`src/rtl/alu_cmd_sequencer.sv`:
```
`default_nettype none
// ============================================================================
//  Module      : alu_cmd_sequencer
//  Description : UART-frame driven ALU command sequencer (operand/function
//                capture, one-cycle unit enable, result hand-off to TX).
//                Optional WAIT watchdog enabled by defining ALU_TIMEOUT_EN.
//  Revision    : 1.0 - initial release
// ============================================================================
module alu_cmd_sequencer #(
  parameter int DATA_WIDTH     = 8,
  parameter int TIMEOUT_CYCLES = 16
) (
  input  logic                  CLK,
  input  logic                  RST,
  input  logic [DATA_WIDTH-1:0] RX_DATA,
  input  logic                  RX_VALID,
  input  logic [DATA_WIDTH-1:0] ALU_OUT,
  input  logic                  OUT_VALID,
  output logic [DATA_WIDTH-1:0] ALU_A,
  output logic [DATA_WIDTH-1:0] ALU_B,
  output logic [3:0]            ALU_FUN,
  output logic                  Arith_Enable,
  output logic                  Logic_Enable,
  output logic                  CMP_Enable,
  output logic                  Shift_Enable,
  output logic [DATA_WIDTH-1:0] TX_DATA,
  output logic                  TX_VALID,
  input  logic                  TX_READY,
  output logic                  BUSY,
  output logic                  CMD_ERR
);

  localparam logic [DATA_WIDTH-1:0] c_CMD_FULL  = DATA_WIDTH'(8'hCC);
  localparam logic [DATA_WIDTH-1:0] c_CMD_REUSE = DATA_WIDTH'(8'hDD);

  typedef enum logic [2:0] {
    S_IDLE    = 3'd0,
    S_GET_A   = 3'd1,
    S_GET_B   = 3'd2,
    S_GET_FUN = 3'd3,
    S_EXEC    = 3'd4,
    S_WAIT    = 3'd5,
    S_SEND    = 3'd6
  } state_t;

  state_t                r_state;
  state_t                w_next;
  logic [DATA_WIDTH-1:0] r_alu_a;
  logic [DATA_WIDTH-1:0] r_alu_b;
  logic [3:0]            r_alu_fun;
  logic [DATA_WIDTH-1:0] r_tx_data;
  logic                  r_cmd_err;
  logic                  w_ld_a;
  logic                  w_ld_b;
  logic                  w_ld_fun;
  logic                  w_ld_tx;
  logic                  w_err;
  logic                  w_exec;

`ifdef ALU_TIMEOUT_EN
  localparam int                c_WD_W    = $clog2(TIMEOUT_CYCLES + 1);
  localparam logic [c_WD_W-1:0] c_WD_LAST = c_WD_W'(TIMEOUT_CYCLES - 1);

  logic [c_WD_W-1:0] r_wd_cnt;

  // Counts cycles spent in WAIT; zero on every entry.
  always_ff @(posedge CLK or negedge RST) begin
    if (!RST)                 r_wd_cnt <= '0;
    else if (r_state != S_WAIT) r_wd_cnt <= '0;
    else                      r_wd_cnt <= r_wd_cnt + c_WD_W'(1);
  end
`endif

  always_ff @(posedge CLK or negedge RST) begin
    if (!RST) begin
      r_state   <= S_IDLE;
      r_alu_a   <= '0;
      r_alu_b   <= '0;
      r_alu_fun <= '0;
      r_tx_data <= '0;
      r_cmd_err <= 1'b0;
    end else begin
      r_state   <= w_next;
      r_cmd_err <= w_err;
      if (w_ld_a)   r_alu_a   <= RX_DATA;
      if (w_ld_b)   r_alu_b   <= RX_DATA;
      if (w_ld_fun) r_alu_fun <= RX_DATA[3:0];
      if (w_ld_tx)  r_tx_data <= ALU_OUT;
    end
  end

  always_comb begin
    w_next   = r_state;
    w_ld_a   = 1'b0;
    w_ld_b   = 1'b0;
    w_ld_fun = 1'b0;
    w_ld_tx  = 1'b0;
    w_err    = 1'b0;
    case (r_state)
      S_IDLE: begin
        if (RX_VALID) begin
          if (RX_DATA == c_CMD_FULL)       w_next = S_GET_A;
          else if (RX_DATA == c_CMD_REUSE) w_next = S_GET_FUN;
          else                             w_err  = 1'b1;
        end
      end
      S_GET_A: begin
        if (RX_VALID) begin
          w_ld_a = 1'b1;
          w_next = S_GET_B;
        end
      end
      S_GET_B: begin
        if (RX_VALID) begin
          w_ld_b = 1'b1;
          w_next = S_GET_FUN;
        end
      end
      S_GET_FUN: begin
        if (RX_VALID) begin
          w_ld_fun = 1'b1;
          w_next   = S_EXEC;
        end
      end
      S_EXEC: begin
        w_err  = RX_VALID;
        w_next = S_WAIT;
      end
      S_WAIT: begin
        w_err = RX_VALID;
        if (OUT_VALID) begin
          w_ld_tx = 1'b1;
          w_next  = S_SEND;
        end
`ifdef ALU_TIMEOUT_EN
        else if (r_wd_cnt == c_WD_LAST) begin
          w_err  = 1'b1;
          w_next = S_IDLE;
        end
`endif
      end
      S_SEND: begin
        w_err = RX_VALID;
        if (TX_READY) w_next = S_IDLE;
      end
      default: w_next = S_IDLE;
    endcase
  end

  // Unit enables decode straight from state so they last exactly the EXEC cycle.
  assign w_exec       = (r_state == S_EXEC);
  assign Arith_Enable = w_exec && (r_alu_fun[3:2] == 2'b00);
  assign Logic_Enable = w_exec && (r_alu_fun[3:2] == 2'b01);
  assign CMP_Enable   = w_exec && (r_alu_fun[3:2] == 2'b10);
  assign Shift_Enable = w_exec && (r_alu_fun[3:2] == 2'b11);

  assign ALU_A    = r_alu_a;
  assign ALU_B    = r_alu_b;
  assign ALU_FUN  = r_alu_fun;
  assign TX_DATA  = r_tx_data;
  assign TX_VALID = (r_state == S_SEND);
  assign BUSY     = (r_state != S_IDLE);
  assign CMD_ERR  = r_cmd_err;

endmodule
`default_nettype wire

```
`config.mk`:
```
export PLATFORM = sky130hd
export DESIGN_NAME = alu_cmd_sequencer
export DESIGN_NICKNAME = d
export VERILOG_FILES = /design/src/rtl/alu_cmd_sequencer.sv
export SDC_FILE = /design/constraint.sdc
export NUM_CORES = 1
export LEC_CHECK = 0
export CAP_MARGIN = 15
export CORE_UTILIZATION = 38
export DETAILED_ROUTE_END_ITERATION = 10
export PLACE_DENSITY = 0.76
export SYNTH_ARGS = -nofsm -noshare
export SYNTH_HDL_FRONTEND = slang
export SYNTH_SLANG_ARGS = --single-unit
```
`constraint.sdc`:
```
create_clock -name CLK -period 3.14 [get_ports CLK]
set_clock_uncertainty 0.05 [all_clocks]
set_input_delay 0.628 -clock CLK [delete_from_list [all_inputs] [get_ports CLK]]
set_output_delay 0.628 -clock CLK [all_outputs]
set_load 0.1 [all_outputs]
```
==> metrics.md, run 1 <==
| Metric | Value |
|---|---|
| Layout cell share with drive strength beyond 1 | between 40 and 50% |
| Clock slew at reported path FFs | 0.06 ns |
| Synthesis Warnings | 0 |
| Setup TNS | 0 ns |
| First DRT Iteration DRCs | 49 |
| Ports | 56 |
| First-pass detailed-route iteration total | 4 |
| Via density | 5.15 |
| Worst Path Max Fanout | 15 |
| Die width | 63.2 um |
| IO buf count | 55 |
| Filler cell count in the final layout | 320 |
| Vias | 1081 |
| Crit end category | output port |
| RSZ-0062 raised after global routing | no |
| Number of placement rows | 21 |
| Area added between synthesis and finish | 45.3% |
| Max incr delay on CP | approximately 0.63 ns |
| Final setup vio count | 0 |
| Final hold viol count | 0 |
| Die Ht | 63.2 um |
| First-pass GRT wire length | 5420 um |
| Post-cts gate resize count | 0 |
| Vias in the first global route | 1108 |
| CTS Hold Bufs | 0 |
| Final design utilization | about three fifths |
| Peak Freq | 403 MHz |
| Full die area | about 0.004 sq mm |
| Initial core utilization | roughly 41% |
| Layout net count | between 150 and 200 |
| Mapped Cells | 104 |
| Crit share post-route | 79.0% |
| Antenna cells | 0 |
| TritonCTS clock tree | done |
| Post-route DRC | 0 |
| Setup crit start kind | register |
| Worst path arrival time | 1.80 ns |
| Sequential share of the synthesized area | 56.2% |
| Synth Register Bits | 32 |
| Max_slew headroom | 54.8% |
| Max_cap viols | 0 |
| HP Class | register to register |
| Synthesized cell area | between 0.001 and 0.0015 sq mm |
| CTS Buf Count | 5 |
| Pins Over Slew Limit | 0 |
| Number of H-tree levels | 2 |
| Routed len/inst | 15.0 um |
| Max Root-Sink Buffers | 2 |
| Post-detail-place hpwl | 2330 um |
| Total grt overflow | 0 |
| Crit-path cells | nand2b_1 > nor2_1 > and3_1 > buf_4 |
| Transition time of the tightest slew-check pin | 0.677 ns |
| Syn avg cell area | 13.7 sq um |
| Post-DRT Antenna Nets | 0 |
| Initial antenna violation count | 0 |
| Crit Path Class | register to output port |
| Pin count of the biggest net entering global routing | 33 |
| Gp weighted congestion | between 0.7 and 0.8 |
| Post-Syn Nets | 125 |
| GRT Total Usage | 18.0% |
| CP max stage cell | dfrtp_1 |
| Routed WL | 3140 um |
| Unique cell type count in the Yosys netlist | 27 |
| Final min period | about 2.5 ns |
| Latest clock arrival within the worst-skew pair | a little under 0.3 ns |
| Clock Sinks | 32 |
| Post-CTS setup buffers | 0 |
| Status | finished clean |
| Clock root buffer | clkbuf_8 |
| Placeable core area | 0.00347 sq mm |
| WP data required | 2.46 ns |
## worst paths after layout
check	start	end	slack (ns)	cells after the start
worst min register to register	ALU_B[4]	ALU_B[4]	0.46	1
worst min-delay path	ALU_B[4]	ALU_B[4]	0.46	1
max in group asynchronous	RST	CMD_ERR	2.06	2
min in group asynchronous	RST	TX_DATA[3]	0.68	2
worst max-delay path	r_state[2]	Shift_Enable	0.66	4
worst max register to register	r_state[1]	ALU_B[0]	1.19	3
## through the flow
stage	hold WS [ns]	cell area, sq um	instances	worst slack [ns]
after global placement	0.440	1960	202	0.925
after detailed placement	0.444	1960	202	0.861
after floorplan	0.282	1460	104	0.0428
final	0.458	2070	210	0.660
after global routing	0.472	2070	210	0.546
after CTS	0.460	2070	210	0.633
## critical path: cells and delay by family, from the launching register on
| family | cells | cell delay, ns |
|---|---|---|
| and+or+nand+nor | 3 | 0.61 |
| DFF | 1 | 0.63 |
| buffers and inverters | 1 | 0.29 |
## sequential cells by signal (all words and copies together), names as in the netlist
signal and cells:
TX_DATA 8, ALU_A 8, r_state 3, ALU_B 8, CMD_ERR 1, ALU_FUN 4
## cell families after synthesis
group / synth area share [%]
AO/OA/AOI/OAI: 3.42
XOR/XNOR: 0.615
buffers and inverters: 2.19
flip-flops: 56.2
AND/OR/NAND/NOR: 15.5
multiplexers: 22.1
## cell usage after synthesis (all sizes together)
cell     n  area [sq um]
nand4b   3          32.5
a32o     1          10.0
mux2    28           315
o21ai    1          5.00
buf      5          27.5
xor2     1          8.76
a311oi   1          8.76
and3     2          12.5
dfrtp   32           801
o31ai    1          7.51
inv      1          3.75
nand2    6          22.5
nor4b    2          32.5
nand2b   3          18.8
o22ai    2          12.5
and4bb   2          25.0
a21oi    1          5.00
nor4bb   1          10.0
nor3     3          26.3
and2     1          6.26
or3      1          6.26
nor4     2          12.5
nor2     4          15.0
## metal layers
layer / track usage (%) / part of all wire [%]
met3: 6.88 / 7.1
met4: 7.67 / 1.7
met2: 28.2 / 49
met5: 0 / 0
met1: 22.1 / 42
## cells in the final DEF, fill, tap and decap left out, types with 2 or more instances in the layout
| master | netlist | final |
|---|---|---|
| buf_4 | 1 | 37 |
| dfrtp_1 | 32 | 32 |
| mux2_2 | 28 | 28 |
| clkdlybuf4s50_1 | 0 | 20 |
| nand2_1 | 6 | 6 |
| clkbuf_8 | 0 | 5 |
| nor2_1 | 4 | 4 |
| nand2b_1 | 3 | 3 |
| and3_1 | 2 | 2 |
| nand4b_1 | 2 | 2 |
| nor3_1 | 2 | 2 |
| nor4b_4 | 1 | 2 |
| and4bb_2 | 2 | 2 |
| o22ai_1 | 2 | 2 |
## cell type report
class	count	area [sq um]	share of cell area, %
clock buffer	6	72.6	3.50
timing repair buffer	57	478	23.1
clock inverter	2	35.0	1.69
sequential	32	801	38.7
multi-input combinational	66	623	30.1
tap	46	57.6	2.78
inverter	1	3.75	0.181
Power of run 1 is left out: the tool's default activity adds up to more than one toggle a clock period on the data nets, which glitch-free logic cannot reach.
==> run 2: changes to the inputs <==
Clock period 3.14 ns to 2.6 ns, I/O delays scaled along.
==> run 2 against run 1 <==
Effect of this change: critical path depth increased by 1; non-clock buffer count unchanged; first-iteration DRC count shrank 12%; die area did not move; register-to-register slack lost 0.47 ns; count of clock-buffer cells in the layout increased by 1; via count is 1.7% lower; final cell count decreased by 0.48%; cell area rose by 3.2%; critical path type unchanged; highest routed layer unchanged.
==> metrics.md, run 2 (synthesis gave the netlist of run 1 again) <==
| Metric | Value |
|---|---|
| Status | finished clean |
| Worst Path Max Fanout | 15 (unchanged) |
| CTS Buf Count | 5 (unchanged) |
| TritonCTS clock tree | done |
| Commonest non-fill, non-tap cell in the layout | dfrtp_1 |
| Initial antenna violation count | 0 (unchanged) |
| Vias | 1063 (-1.7%) |
| Area added between synthesis and finish | 50.0% |
| Commonest non-fill, non-tap cells in the layout | dfrtp_1, buf_4, mux2_2, clkdlybuf4s50_1, clkbuf_8 |
| GRT Total Usage | 17.5% (-0.46 points) |
| Routed len/inst | 15.0 um (+0.54%) |
| Worst reg2reg path depth | 3 (unchanged) |
| Antenna cells | 0 (unchanged) |
| Reg-to-Reg Start | r_state[1] |
| First DRT Iteration DRCs | 43 (-12%) |
| Final non-filler cell total | 209 (-0.48%) |
| Clock root buffer | clkbuf_8 |
| Crit share post-route | 91.2% |
| Post-detail-place hpwl | 2370 um (+1.6%) |
| Final setup vio count | 0 (unchanged) |
| Layout net count | 184 (unchanged) |
| Crit Path Class | register to output port |
| First-pass GRT wire length | 5330 um (-1.8%) |
| Routed WL | 3150 um (about the same) |
| RR Endpoint | ALU_B[0] |
| Setup TNS | 0 ns (unchanged) |
| HP Class | register to register |
| Placeable core area | 0.00347 sq mm (unchanged) |
| Final hold viol count | 0 (unchanged) |
| Peak Freq | 422 MHz |
| Pins Over Slew Limit | 0 (unchanged) |
| Crit end category | output port |
| Post-DRT Antenna Nets | 0 (unchanged) |
| Clock slew at reported path FFs | 0.07 ns (about the same) |
| Max_slew headroom | 55.2% (+0.36 points) |
| R2R Setup Slk | 0.72 ns (-0.47 ns) |
| Placed insts | 202 (unchanged) |
| Filler cell count in the final layout | 304 (-5.0%) |
| Initial core utilization | 41.1% (unchanged) |
| Via density | 5.09 (-1.2%) |
| CTS Hold Bufs | 0 (unchanged) |
| WP data required | 2.03 ns (-0.43 ns) |
| Hold Path End | ALU_FUN[1] |
| IO buf count | 55 (unchanged) |
| Setup crit start kind | register |
| Max Root-Sink Buffers | 2 (unchanged) |
| First-pass detailed-route iteration total | 4 (unchanged) |
| Final min period | 2.37 ns |
| Ports | 56 (unchanged) |
| Number of placement rows | 21 (unchanged) |
| Vias in the first global route | 1069 (-3.5%) |
| Latest clock arrival within the worst-skew pair | 0.28 ns (about the same) |
| RSZ-0062 raised after global routing | no |
| Number of H-tree levels | 2 (unchanged) |
| Clock Sinks | 32 (unchanged) |
| Gp weighted congestion | 0.734 (-1.7%) |
| HP Start | ALU_FUN[1] |
| Die width | 63.2 um (unchanged) |
| Post-cts gate resize count | 0 (unchanged) |
| Pin count of the biggest net entering global routing | 33 (unchanged) |
| WHS Path Cells | 1 (unchanged) |
| Die Ht | 63.2 um (unchanged) |
| Full die area | 0.00400 sq mm (unchanged) |
| Post-CTS setup buffers | 0 (unchanged) |
| Layout cell share with drive strength beyond 1 | 49.7% (+0.91 points) |
| Worst path arrival time | 1.80 ns (about the same) |
| Total grt overflow | 0 (unchanged) |
| Max_cap viols | 0 (unchanged) |
| Post-route DRC | 0 (unchanged) |
| Transition time of the tightest slew-check pin | 0.672 ns (-0.00538 ns) |
run 2: worst max-delay path: stages, from the launching register on:
cell,delay (ns)
dfrtp_1,0.65
nand2b_1,0.25
nor2_1,0.16
nand2_1,0.08
nor2_2,0.17
buf_12,0.20
run 2: per-stage QoR:
step	setup slack [ns]	hold WS, ns	utilization (%)	area [sq um]
floorplan	-0.156	0.174	-	1460
global placement	0.509	0.440	58.8	2040
detailed placement	0.439	0.444	58.8	2040
CTS	0.230	0.458	61.6	2140
global route	0.102	0.481	61.6	2140
finish	0.230	0.457	61.6	2140
run 2: how the worst max path moves through the flow:
stage / start / endpoint / slack [ns] / cells past startpoint
after global placement: RX_VALID / ALU_A[5] / 0.51 / 3
final: r_state[2] / CMP_Enable / 0.23 / 5
after CTS: r_state[2] / CMP_Enable / 0.23 / 5
after detailed placement: RX_VALID / ALU_A[1] / 0.44 / 3
after global routing: r_state[2] / CMP_Enable / 0.10 / 5
after floorplan: ALU_FUN[2] / Logic_Enable / -0.16 / 1
run 2: layout make-up:
type	instances	area, sq um	area share (%)
well taps	46	57.6	2.69
multi-input cells	66	626	29.3
inverters	1	3.75	0.176
flip-flops and latches	32	801	37.5
clock buffers	7	96.3	4.51
repair buffers	57	553	25.9
run 2: metal layers:
layer	vias to the layer above	wire, um	global-route usage (%)	part of all wire, %
li1	504	-	-	-
met1	521	1340	22.5	43
met2	34	1580	27.2	50
met3	4	194	6.70	6.2
met4	0	31	5.97	0.99
met5	-	0	0	0
Power of run 2 is left out for the same reason.
